<file path="src/rtl/global_defs.sv">
// global_defs: shared matrix geometry and element width for the MPU
package global_defs;
    localparam int FP = 32;
    localparam int M = 3;
    localparam int N = 3;
    localparam int MBITS = $clog2(M);
    localparam int NBITS = $clog2(N);
    localparam int NUM_ELEMENTS = M * N;
    localparam int MATRIX_REGISTERS = 4;
    localparam int MATRIX_REG_SIZE = $clog2(MATRIX_REGISTERS);
    localparam logic [MBITS:0] M_MAX = M[MBITS:0];
    localparam logic [NBITS:0] N_MAX = N[NBITS:0];
endpackage

</file>
<file path="src/rtl/mpu_pkg.sv">
// mpu_pkg: MPU operation codes and load sequencer state encoding
package mpu_pkg;
    typedef enum logic [1:0] {NOP, LOAD, STORE, COMPUTE} mpu_operation_t;
    typedef enum logic {ST_IDLE, ST_LOAD} load_state_t;
endpackage

</file>
<file path="src/rtl/mpu_load_regfile_if.sv">
// mpu_load_regfile_if: memory load stream and store-unit read port bundle
interface mpu_load_regfile_if;
    import global_defs::*;
    logic                       load_en_in;
    logic [FP-1:0]              mem_load_element_in;
    logic [MBITS:0]             mem_m_load_size_in;
    logic [NBITS:0]             mem_n_load_size_in;
    logic [MATRIX_REG_SIZE-1:0] mem_load_addr_in;
    logic                       mem_load_error_out;
    logic                       mem_load_ack_out;
    logic                       reg_store_en_in;
    logic [MATRIX_REG_SIZE-1:0] reg_store_addr_in;
    logic [MBITS:0]             reg_i_store_loc_in;
    logic [NBITS:0]             reg_j_store_loc_in;
    logic [FP-1:0]              reg_store_element_out;
    logic [MBITS:0]             reg_m_store_size_out;
    logic [NBITS:0]             reg_n_store_size_out;
    modport master (
        output load_en_in, mem_load_element_in, mem_m_load_size_in, mem_n_load_size_in, mem_load_addr_in,
        output reg_store_en_in, reg_store_addr_in, reg_i_store_loc_in, reg_j_store_loc_in,
        input  mem_load_error_out, mem_load_ack_out,
        input  reg_store_element_out, reg_m_store_size_out, reg_n_store_size_out
    );
    modport slave (
        input  load_en_in, mem_load_element_in, mem_m_load_size_in, mem_n_load_size_in, mem_load_addr_in,
        input  reg_store_en_in, reg_store_addr_in, reg_i_store_loc_in, reg_j_store_loc_in,
        output mem_load_error_out, mem_load_ack_out,
        output reg_store_element_out, reg_m_store_size_out, reg_n_store_size_out
    );
endinterface

</file>
<file path="src/rtl/mpu_load.sv">
// mpu_load: load sequencer walking a row-major element stream into one matrix register
module mpu_load
    import global_defs::*, mpu_pkg::*;
(
    input  logic                       clk,
    input  logic                       rst,
    input  logic                       load_en,
    input  logic [MBITS:0]             m_size,
    input  logic [NBITS:0]             n_size,
    input  logic [MATRIX_REG_SIZE-1:0] addr,
    output logic                       we,
    output logic                       set_size,
    output logic [MATRIX_REG_SIZE-1:0] wr_addr,
    output logic [MBITS-1:0]           wr_i,
    output logic [NBITS-1:0]           wr_j,
    output logic                       error,
    output logic                       ack
);
    load_state_t state, state_d;
    logic [MBITS:0] i_q, i_d, m_q, cur_i, dim_m;
    logic [NBITS:0] j_q, j_d, n_q, cur_j, dim_n;
    logic [MATRIX_REG_SIZE-1:0] addr_q;
    logic start, bad, row_end, last, error_d, ack_d;

    // The start cycle writes element (0,0) using the live sizes; later cycles use the captured ones
    always_comb begin
        start = state == ST_IDLE && load_en;
        bad = m_size == '0 || n_size == '0 || m_size > M_MAX || n_size > N_MAX;
        cur_i = state == ST_LOAD ? i_q : '0;
        cur_j = state == ST_LOAD ? j_q : '0;
        dim_m = state == ST_LOAD ? m_q : m_size;
        dim_n = state == ST_LOAD ? n_q : n_size;
        row_end = cur_j == dim_n - 1'b1;
        last = row_end && cur_i == dim_m - 1'b1;
        we = (start && !bad) || state == ST_LOAD;
        set_size = start && !bad;
        error_d = start && bad;
        ack_d = we && last;
        wr_addr = state == ST_LOAD ? addr_q : addr;
        wr_i = cur_i[MBITS-1:0];
        wr_j = cur_j[NBITS-1:0];
        state_d = we ? (last ? ST_IDLE : ST_LOAD) : state;
        i_d = we && row_end ? cur_i + 1'b1 : cur_i;
        j_d = we ? (row_end ? '0 : cur_j + 1'b1) : cur_j;
    end

    // State, position counters, captured load parameters and registered pulses
    always_ff @(posedge clk) begin
        if (rst) begin
            state <= ST_IDLE;
            i_q <= '0;
            j_q <= '0;
            m_q <= '0;
            n_q <= '0;
            addr_q <= '0;
            error <= 1'b0;
            ack <= 1'b0;
        end else begin
            state <= state_d;
            i_q <= i_d;
            j_q <= j_d;
            if (start) begin
                m_q <= m_size;
                n_q <= n_size;
                addr_q <= addr;
            end
            error <= error_d;
            ack <= ack_d;
        end
    end
endmodule

</file>
<file path="src/rtl/mpu_register_file.sv">
// mpu_register_file: bank of MxN FP32 matrix registers with stored dimensions and a registered read port
module mpu_register_file
    import global_defs::*;
(
    input  logic                       clk,
    input  logic                       rst,
    input  logic                       we,
    input  logic                       set_size,
    input  logic [MATRIX_REG_SIZE-1:0] wr_addr,
    input  logic [MBITS-1:0]           wr_i,
    input  logic [NBITS-1:0]           wr_j,
    input  logic [FP-1:0]              wr_data,
    input  logic [MBITS:0]             wr_m,
    input  logic [NBITS:0]             wr_n,
    input  logic                       rd_en,
    input  logic [MATRIX_REG_SIZE-1:0] rd_addr,
    input  logic [MBITS:0]             rd_i,
    input  logic [NBITS:0]             rd_j,
    output logic [FP-1:0]              rd_data,
    output logic [MBITS:0]             rd_m,
    output logic [NBITS:0]             rd_n
);
    logic [FP-1:0] matrix_register_array [MATRIX_REGISTERS][M][N];
    logic [MBITS:0] m_size [MATRIX_REGISTERS];
    logic [NBITS:0] n_size [MATRIX_REGISTERS];

    // Element and dimension storage; reset wipes every register
    always_ff @(posedge clk) begin
        if (rst) begin
            for (int r = 0; r < MATRIX_REGISTERS; r++) begin
                m_size[r] <= '0;
                n_size[r] <= '0;
                for (int i = 0; i < M; i++)
                    for (int j = 0; j < N; j++)
                        matrix_register_array[r][i][j] <= '0;
            end
        end else begin
            if (we)
                matrix_register_array[wr_addr][wr_i][wr_j] <= wr_data;
            if (set_size) begin
                m_size[wr_addr] <= wr_m;
                n_size[wr_addr] <= wr_n;
            end
        end
    end

    // Read port sees pre-write contents, so a same-cycle read returns the old value
    always_ff @(posedge clk) begin
        if (rst) begin
            rd_data <= '0;
            rd_m <= '0;
            rd_n <= '0;
        end else if (rd_en) begin
            rd_data <= rd_i < M_MAX && rd_j < N_MAX ? matrix_register_array[rd_addr][rd_i[MBITS-1:0]][rd_j[NBITS-1:0]] : '0;
            rd_m <= m_size[rd_addr];
            rd_n <= n_size[rd_addr];
        end
    end
endmodule

</file>
<file path="src/rtl/mpu_load_regfile.sv">
// mpu_load_regfile: MPU matrix load path joining the load sequencer to the matrix register file
module mpu_load_regfile
    import global_defs::*;
(
    input logic               clk,
    input logic               rst,
    mpu_load_regfile_if.slave bus
);
    logic we, set_size;
    logic [MATRIX_REG_SIZE-1:0] wr_addr;
    logic [MBITS-1:0] wr_i;
    logic [NBITS-1:0] wr_j;

    mpu_load u_load (
        .clk(clk), .rst(rst), .load_en(bus.load_en_in),
        .m_size(bus.mem_m_load_size_in), .n_size(bus.mem_n_load_size_in), .addr(bus.mem_load_addr_in),
        .we(we), .set_size(set_size), .wr_addr(wr_addr), .wr_i(wr_i), .wr_j(wr_j),
        .error(bus.mem_load_error_out), .ack(bus.mem_load_ack_out)
    );

    mpu_register_file u_regs (
        .clk(clk), .rst(rst), .we(we), .set_size(set_size), .wr_addr(wr_addr), .wr_i(wr_i), .wr_j(wr_j),
        .wr_data(bus.mem_load_element_in), .wr_m(bus.mem_m_load_size_in), .wr_n(bus.mem_n_load_size_in),
        .rd_en(bus.reg_store_en_in), .rd_addr(bus.reg_store_addr_in),
        .rd_i(bus.reg_i_store_loc_in), .rd_j(bus.reg_j_store_loc_in),
        .rd_data(bus.reg_store_element_out), .rd_m(bus.reg_m_store_size_out), .rd_n(bus.reg_n_store_size_out)
    );
endmodule

</file>
<file path="src/flat_wrapper.sv">
// flat-port wrapper written by rule: the top's interface ports become plain ports
module mpu_load_regfile_flat import global_defs::*;
  (clk, rst, bus_load_en_in, bus_mem_load_element_in, bus_mem_m_load_size_in, bus_mem_n_load_size_in, bus_mem_load_addr_in, bus_reg_store_en_in, bus_reg_store_addr_in, bus_reg_i_store_loc_in, bus_reg_j_store_loc_in, bus_mem_load_error_out, bus_mem_load_ack_out, bus_reg_store_element_out, bus_reg_m_store_size_out, bus_reg_n_store_size_out);
  mpu_load_regfile_if bus_i ();
  input logic clk;
  input logic rst;
  input wire logic [$bits(bus_i.load_en_in)-1:0] bus_load_en_in;
  input wire logic [$bits(bus_i.mem_load_element_in)-1:0] bus_mem_load_element_in;
  input wire logic [$bits(bus_i.mem_m_load_size_in)-1:0] bus_mem_m_load_size_in;
  input wire logic [$bits(bus_i.mem_n_load_size_in)-1:0] bus_mem_n_load_size_in;
  input wire logic [$bits(bus_i.mem_load_addr_in)-1:0] bus_mem_load_addr_in;
  input wire logic [$bits(bus_i.reg_store_en_in)-1:0] bus_reg_store_en_in;
  input wire logic [$bits(bus_i.reg_store_addr_in)-1:0] bus_reg_store_addr_in;
  input wire logic [$bits(bus_i.reg_i_store_loc_in)-1:0] bus_reg_i_store_loc_in;
  input wire logic [$bits(bus_i.reg_j_store_loc_in)-1:0] bus_reg_j_store_loc_in;
  output wire logic [$bits(bus_i.mem_load_error_out)-1:0] bus_mem_load_error_out;
  output wire logic [$bits(bus_i.mem_load_ack_out)-1:0] bus_mem_load_ack_out;
  output wire logic [$bits(bus_i.reg_store_element_out)-1:0] bus_reg_store_element_out;
  output wire logic [$bits(bus_i.reg_m_store_size_out)-1:0] bus_reg_m_store_size_out;
  output wire logic [$bits(bus_i.reg_n_store_size_out)-1:0] bus_reg_n_store_size_out;
  assign bus_i.load_en_in = bus_load_en_in;
  assign bus_i.mem_load_element_in = bus_mem_load_element_in;
  assign bus_i.mem_m_load_size_in = bus_mem_m_load_size_in;
  assign bus_i.mem_n_load_size_in = bus_mem_n_load_size_in;
  assign bus_i.mem_load_addr_in = bus_mem_load_addr_in;
  assign bus_i.reg_store_en_in = bus_reg_store_en_in;
  assign bus_i.reg_store_addr_in = bus_reg_store_addr_in;
  assign bus_i.reg_i_store_loc_in = bus_reg_i_store_loc_in;
  assign bus_i.reg_j_store_loc_in = bus_reg_j_store_loc_in;
  assign bus_mem_load_error_out = bus_i.mem_load_error_out;
  assign bus_mem_load_ack_out = bus_i.mem_load_ack_out;
  assign bus_reg_store_element_out = bus_i.reg_store_element_out;
  assign bus_reg_m_store_size_out = bus_i.reg_m_store_size_out;
  assign bus_reg_n_store_size_out = bus_i.reg_n_store_size_out;
  mpu_load_regfile u_core (.clk(clk), .rst(rst), .bus(bus_i));
endmodule
</file>
<file path="config.mk">
export PLATFORM = sky130hd
export DESIGN_NAME = mpu_load_regfile_flat
export DESIGN_NICKNAME = d
export VERILOG_FILES = /design/src/rtl/global_defs.sv /design/src/rtl/mpu_pkg.sv /design/src/rtl/mpu_load_regfile_if.sv /design/src/rtl/mpu_load.sv /design/src/rtl/mpu_register_file.sv /design/src/rtl/mpu_load_regfile.sv /design/src/flat_wrapper.sv
export SDC_FILE = /design/constraint.sdc
export NUM_CORES = 2
export LEC_CHECK = 0
export ABC_AREA = 1
export BUFFER_PORTS_ARGS = -buffer_cell sky130_fd_sc_hd__buf_2
export CORE_MARGIN = 1.5
export CORE_UTILIZATION = 35
export CTS_CLUSTER_DIAMETER = 120
export CTS_CLUSTER_SIZE = 25
export DETAILED_ROUTE_END_ITERATION = 8
export PLACE_DENSITY = 0.63
export SYNTH_ARGS = -nofsm -noshare
export SYNTH_HDL_FRONTEND = slang
export SYNTH_SLANG_ARGS = --single-unit
</file>
<file path="constraint.sdc">
create_clock -name clk -period 3.32 [get_ports clk]
set_input_delay 0.166 -clock clk [delete_from_list [all_inputs] [get_ports clk]]
set_output_delay 0.166 -clock clk [all_outputs]
set_load 0.05 [all_outputs]
</file>
### Word level (Yosys, flattened, before mapping)

Memory sizes are Yosys's and may differ from the RTL's. A register that Yosys moved wholly into a read port is not among the register bits.
Index checks and enable logic that the tools add are counted.
Widths: inputs -> output; s select.

* bits in latches: 0
* word-level logic and storage cells: 89
* ROM bits: 0
* memories kept: 3
* flip-flop bits (word level): 49
* input port bits: 52
* RAM bits: 1176
* output and inout bits: 40

* multiply operators: 0
* bitwise logic cells: 5
* add/sub/neg operators: 4
* shift operators: 0
* eq/ne operators: 2
* reduce and logical (&&, ||, !) cells: 19
* magnitude comparators: 10
* multiplexer cells: 37
* divide/modulo/power cells: 0

Memories
* u_core.u_regs.matrix_register_array: words 4, bits a word 288, rd ports 1, clocked after Yosys merged registers in 0, wr ports 4, line mpu_register_file.sv:23 `logic [FP-1:0] matrix_register_array [MATRIX_REGISTERS][M][N];`
* u_core.u_regs.m_size: words 4, bits a word 3, rd ports 1, clocked after Yosys merged registers in 1, wr ports 4, line mpu_register_file.sv:24 `logic [MBITS:0] m_size [MATRIX_REGISTERS];`
* u_core.u_regs.n_size: words 4, bits a word 3, rd ports 1, clocked after Yosys merged registers in 1, wr ports 4, line mpu_register_file.sv:25 `logic [NBITS:0] n_size [MATRIX_REGISTERS];`

Operators by type and width (number)
* $mux 288: 3
* $mux 96: 3
* $reduce_or 288->1: 1
* $bmux 96 s2: 1
* $demux 96 s2: 1
* $mux 32: 4
* $bmux 32 s2: 1
* $demux 32 s2: 1
* $mux 3: 9
* $ge 3x3->1 const B: 4
* $not 2->3: 4
* $mux 1: 10
* $logic_and 1x1->1: 9
* $mux 2: 4
* $add 3x1->3 const B: 2
* $eq 3x3->1: 2
* $gt 3x2->1 const B: 2
* $logic_not 3->1: 2
* $lt 3x1->1 const B: 2
* $lt 3x2->1 const B: 2
* $reduce_or 3->1: 2
* $sub 3x1->3 const B: 2
* $logic_or 1x1->1: 4
* $logic_not 1->1: 1
* $not 1->1: 1

### Depth between registers and ports, before layout

* depth after elaboration: 12
* depth in mapped cells: 14
* gate-level depth less buffers: 11

### Hierarchy

Synthesis repeated with hierarchy kept, for this count alone.

* cell total of the unflattened synthesis: 5838
* area, all modules: 55199.2 sq um

Modules (own cells, without submodules)
* mpu_register_file: sequential area each 36074.6 sq um, cells each 5694, instances 1, area an instance 54185.7 sq um
* mpu_load: sequential area each 340.3 sq um, cells each 144, instances 1, area an instance 1013.5 sq um

### Worst setup path after synthesis

OpenSTA, ideal clock, no wires.

* kind: reg2reg
* from: register u_core.u_load.state
* to: memory u_core.u_regs.matrix_register_array[3][128] (netlist bit) (enable)
* cell stages (with the launch flop): 11
* library setup time: 0.389 ns
* buffers on the path: 3
* clock period less this slack: 3.115 ns
* arrival: 2.725 ns
* setup slack: 0.205 ns
* required time: 2.931 ns
* path through: dfxtp_1 > buf_4 > clkbuf_1 > nand2_1 > inv_1 > ha_1 > inv_1 > nor3_2 > nand2_1 > clkbuf_1 > nand2_1

RTL lines
* from (decl): line mpu_load.sv:19 `load_state_t state, state_d;`
* from (signal assigned): line mpu_load.sv:59 `state <= state_d;`
* to (decl): line mpu_register_file.sv:23

==> run_results.csv <==
group,metric,value,unit
yosys,syn_avg_cell_area,9.71,um2
clocking,postCtsSetupRepairBufs,0,
clocking,cts_sinks,1231,
finish,final_nets,5786,
floorplanning,rows,147,
finish,post-route-util,38.0,%
placed_design,dp_hpwl,107000,um
floorplanning,die_h,405,um
clocking,clk_pin_slew_worst_paths,0.11,ns
worst_hold_path,hold_path_class,"input port to flop",
floorplanning,die_x,405,um
finish,stdcell_count,7924,
critical_path,crit_path_max_incr_delay,0.51,ns
finish,fillers,16000,
critical_path,crit_arrival,3.40,ns
sta,whs,0.0190,ns
clocking,cts_resized,0,
global_routing,overflow,0,
job,cap_viol_max_count,0,
detailed_routing,vias,41200,
sta,finalSetupTns,0,ns
finish,layout-drive-gt1-share,10.6,%
critical_path,path_cells,"nor2_1 -> inv_2 -> nor2_2 -> nor2_1 -> inv_2 -> nand2_2 -> nor3_4 -> nand2_4 -> nand2_1 -> buf_4",
global_routing,grt_pass1_wl,255000,um
clocking,clk_path_buf_depth,3,
sta,grt_setup_unrepaired,"false",
power,ir_worst_vdd,0.000436,V
yosys,synth_warnings,0,
power,power_density,473,mW/mm2
detailed_routing,drt_first_pass_iters,8,
finish,multi_input_area,0.0172,mm2
placed_design,dp_cells,7809,
detailed_routing,via_per_inst,5.20,
critical_path,crit_fanout,18,
critical_path,start_kind,"flop",
finish,design_area,0.0610,mm2
sta,clock_skew,0.0491,ns
yosys,synth_cell_type_count,34,
detailed_routing,ant_nets,0,
clocking,cts_root_buffer,"clkbuf_16",
sta,slew_headroom,18.2,%
sta,finalSetupViolCount,0,
finish,final_common_cell,"nand2_1",
critical_path,crit_path_top_delay_cell,"nor3_4",
clocking,cts_buffers,55,
critical_path,crit_start,"u_core.u_load.state",
yosys,synth_area,0.0565,mm2
power,p_total,28.9,mW
global_routing,first_global_vias,38600,
outcome,status,"complete, no violations",
critical_path,r2r-end,"u_core.u_regs.matrix_register_array[2][266]",
finish,synthToLayoutAreaGrowth,8.02,%
finish,final_cell_mix,"nand2_1, edfxtp_1, nor2_1, nand3_1, nor2_2",
yosys,ys_ff_latch,1231,
sta,layout_min_cycle_time,2.99,ns
floorplanning,die_area,0.164,mm2
clocking,worstSkewPairLatency,0.73,ns
critical_path,crit_required,3.72,ns
placed_design,place_ws,0.315,ns
placed_design,portBuffers,91,
global_routing,grt_start_max_net_pins,142,
clocking,cts_htree_levels,2,
global_routing,antenna_found_initial,3,
power,p_leak,24.4,nW
yosys,yosysSeqAreaShare,64.5,%
detailed_routing,first_iter_violations,5223,
sta,setup_ws,0.329,ns
sta,final_hold_viol_count,0,
detailed_routing,wire_per_inst,21.8,um
clocking,holdBufCountCts,18,
sta,fmax,0.334,GHz
yosys,postSynthCellCount,5817,
critical_path,rr_startpoint,"u_core.u_load.state",
critical_path,endpoint_kind,"flop",
floorplanning,core,0.160,mm2
global_routing,grt_util_all_layers,20.8,%
floorplanning,start_util,35.2,%
detailed_routing,drc,0,
floorplanning,ios,92,
placed_design,gp_congestion,0.896,
critical_path,worstSetupPathType,"flop to flop",
sta,final-max-slew-violation-count,0,
detailed_routing,wl,173000,um
sta,period_share,90.1,%
critical_path,r2r_slack,0.33,ns
finish,regArea,0.0364,mm2
sta,tightest_slew,1.22,ns
clocking,tritoncts,"done",
placed_design,dpl_cell_area,0.0592,mm2
critical_path,worstSetupEndpoint,"u_core.u_regs.matrix_register_array[2][266]",
critical_path,rr_worst_depth,10,
-- per-layer routing --
| metal | wire, um | track usage, % |
|---|---|---|
| met1 | 70900 | 28.8 |
| met2 | 79700 | 32.7 |
| met3 | 15200 | 3.22 |
| met4 | 7300 | 8.01 |
| met5 | 0 | 0 |
-- sequential cells by signal, indices dropped and copies added (netlist names) --
register	flops
u_core.u_load.ack	1
u_core.u_load.addr_q	2
u_core.u_load.error	1
u_core.u_load.i_q	3
u_core.u_load.j_q	3
u_core.u_load.m_q	3
u_core.u_load.n_q	3
u_core.u_load.state	1
u_core.u_regs.m_size	12
u_core.u_regs.matrix_register_array	1152
u_core.u_regs.n_size	12
u_core.u_regs.rd_data	32
u_core.u_regs.rd_m	3
u_core.u_regs.rd_n	3
-- how the worst min path moves through the flow --
stage / startpoint / endpoint / cells after the start
finish: bus_mem_load_element_in[2] / u_core.u_regs.matrix_register_array[3][98] / 3
global route: bus_mem_load_element_in[2] / u_core.u_regs.matrix_register_array[3][98] / 3
CTS: bus_mem_load_element_in[2] / u_core.u_regs.matrix_register_array[3][98] / 3
detailed placement: bus_mem_load_addr_in[1] / u_core.u_load.addr_q[1] / 3
global placement: bus_mem_load_addr_in[1] / u_core.u_load.addr_q[1] / 3
floorplan: bus_mem_load_addr_in[1] / u_core.u_load.addr_q[1] / 2
-- cell usage after synthesis (all sizes together) --
cell type  number  area, um2
clkinv         33        124
buf           193       1500
a21oi          75        375
nand3         742       3720
o21ai          67        343
inv            50        188
o2111ai         1       8.76
nor3           13        154
nand2        1899       7360
xnor2           1       8.76
or2             2       12.5
o22ai           6       37.5
xor2            5       43.8
clkbuf        280       1050
nor2         1207       5000
dfxtp          55       1100
edfxtp       1176      35300
nor4            1       6.26
conb            1       3.75
ha             10        125
-- worst max-delay path, delay by kind of cell, from the launching register on --
kind          cells  cell delay, ns
flops             1            0.48
simple gates      7            1.67
buf+inv           3            0.50
-- area by class of cell --
type,count,share of cell area [%]
flip-flops and latches,1231,59.7
multi-input cells,4037,28.3
repair buffers,316,4.47
well taps,2160,4.43
clock buffers,91,2.51
inverters,83,0.537
clock inverters,5,0.0779
diodes,1,0.00410
-- report_power, final --
part	internal [mW]	total (mW)	leakage, nW	switching [mW]
logic	0.726	3.12	11.0	2.39
registers	17.5	17.6	12.6	0.159
clock network	3.21	8.14	0.756	4.93
-- cells by family after synthesis --
kind of cell,Yosys count,share of synthesized area [%]
fa+ha+maj,10,0.222
compound gates,149,1.35
xor+xnor,6,0.0931
other cells,1,0.00664
simple gates,3864,28.8
flops,1231,64.5
buf+inv,556,5.07
(Power assumes the default switching activity.)
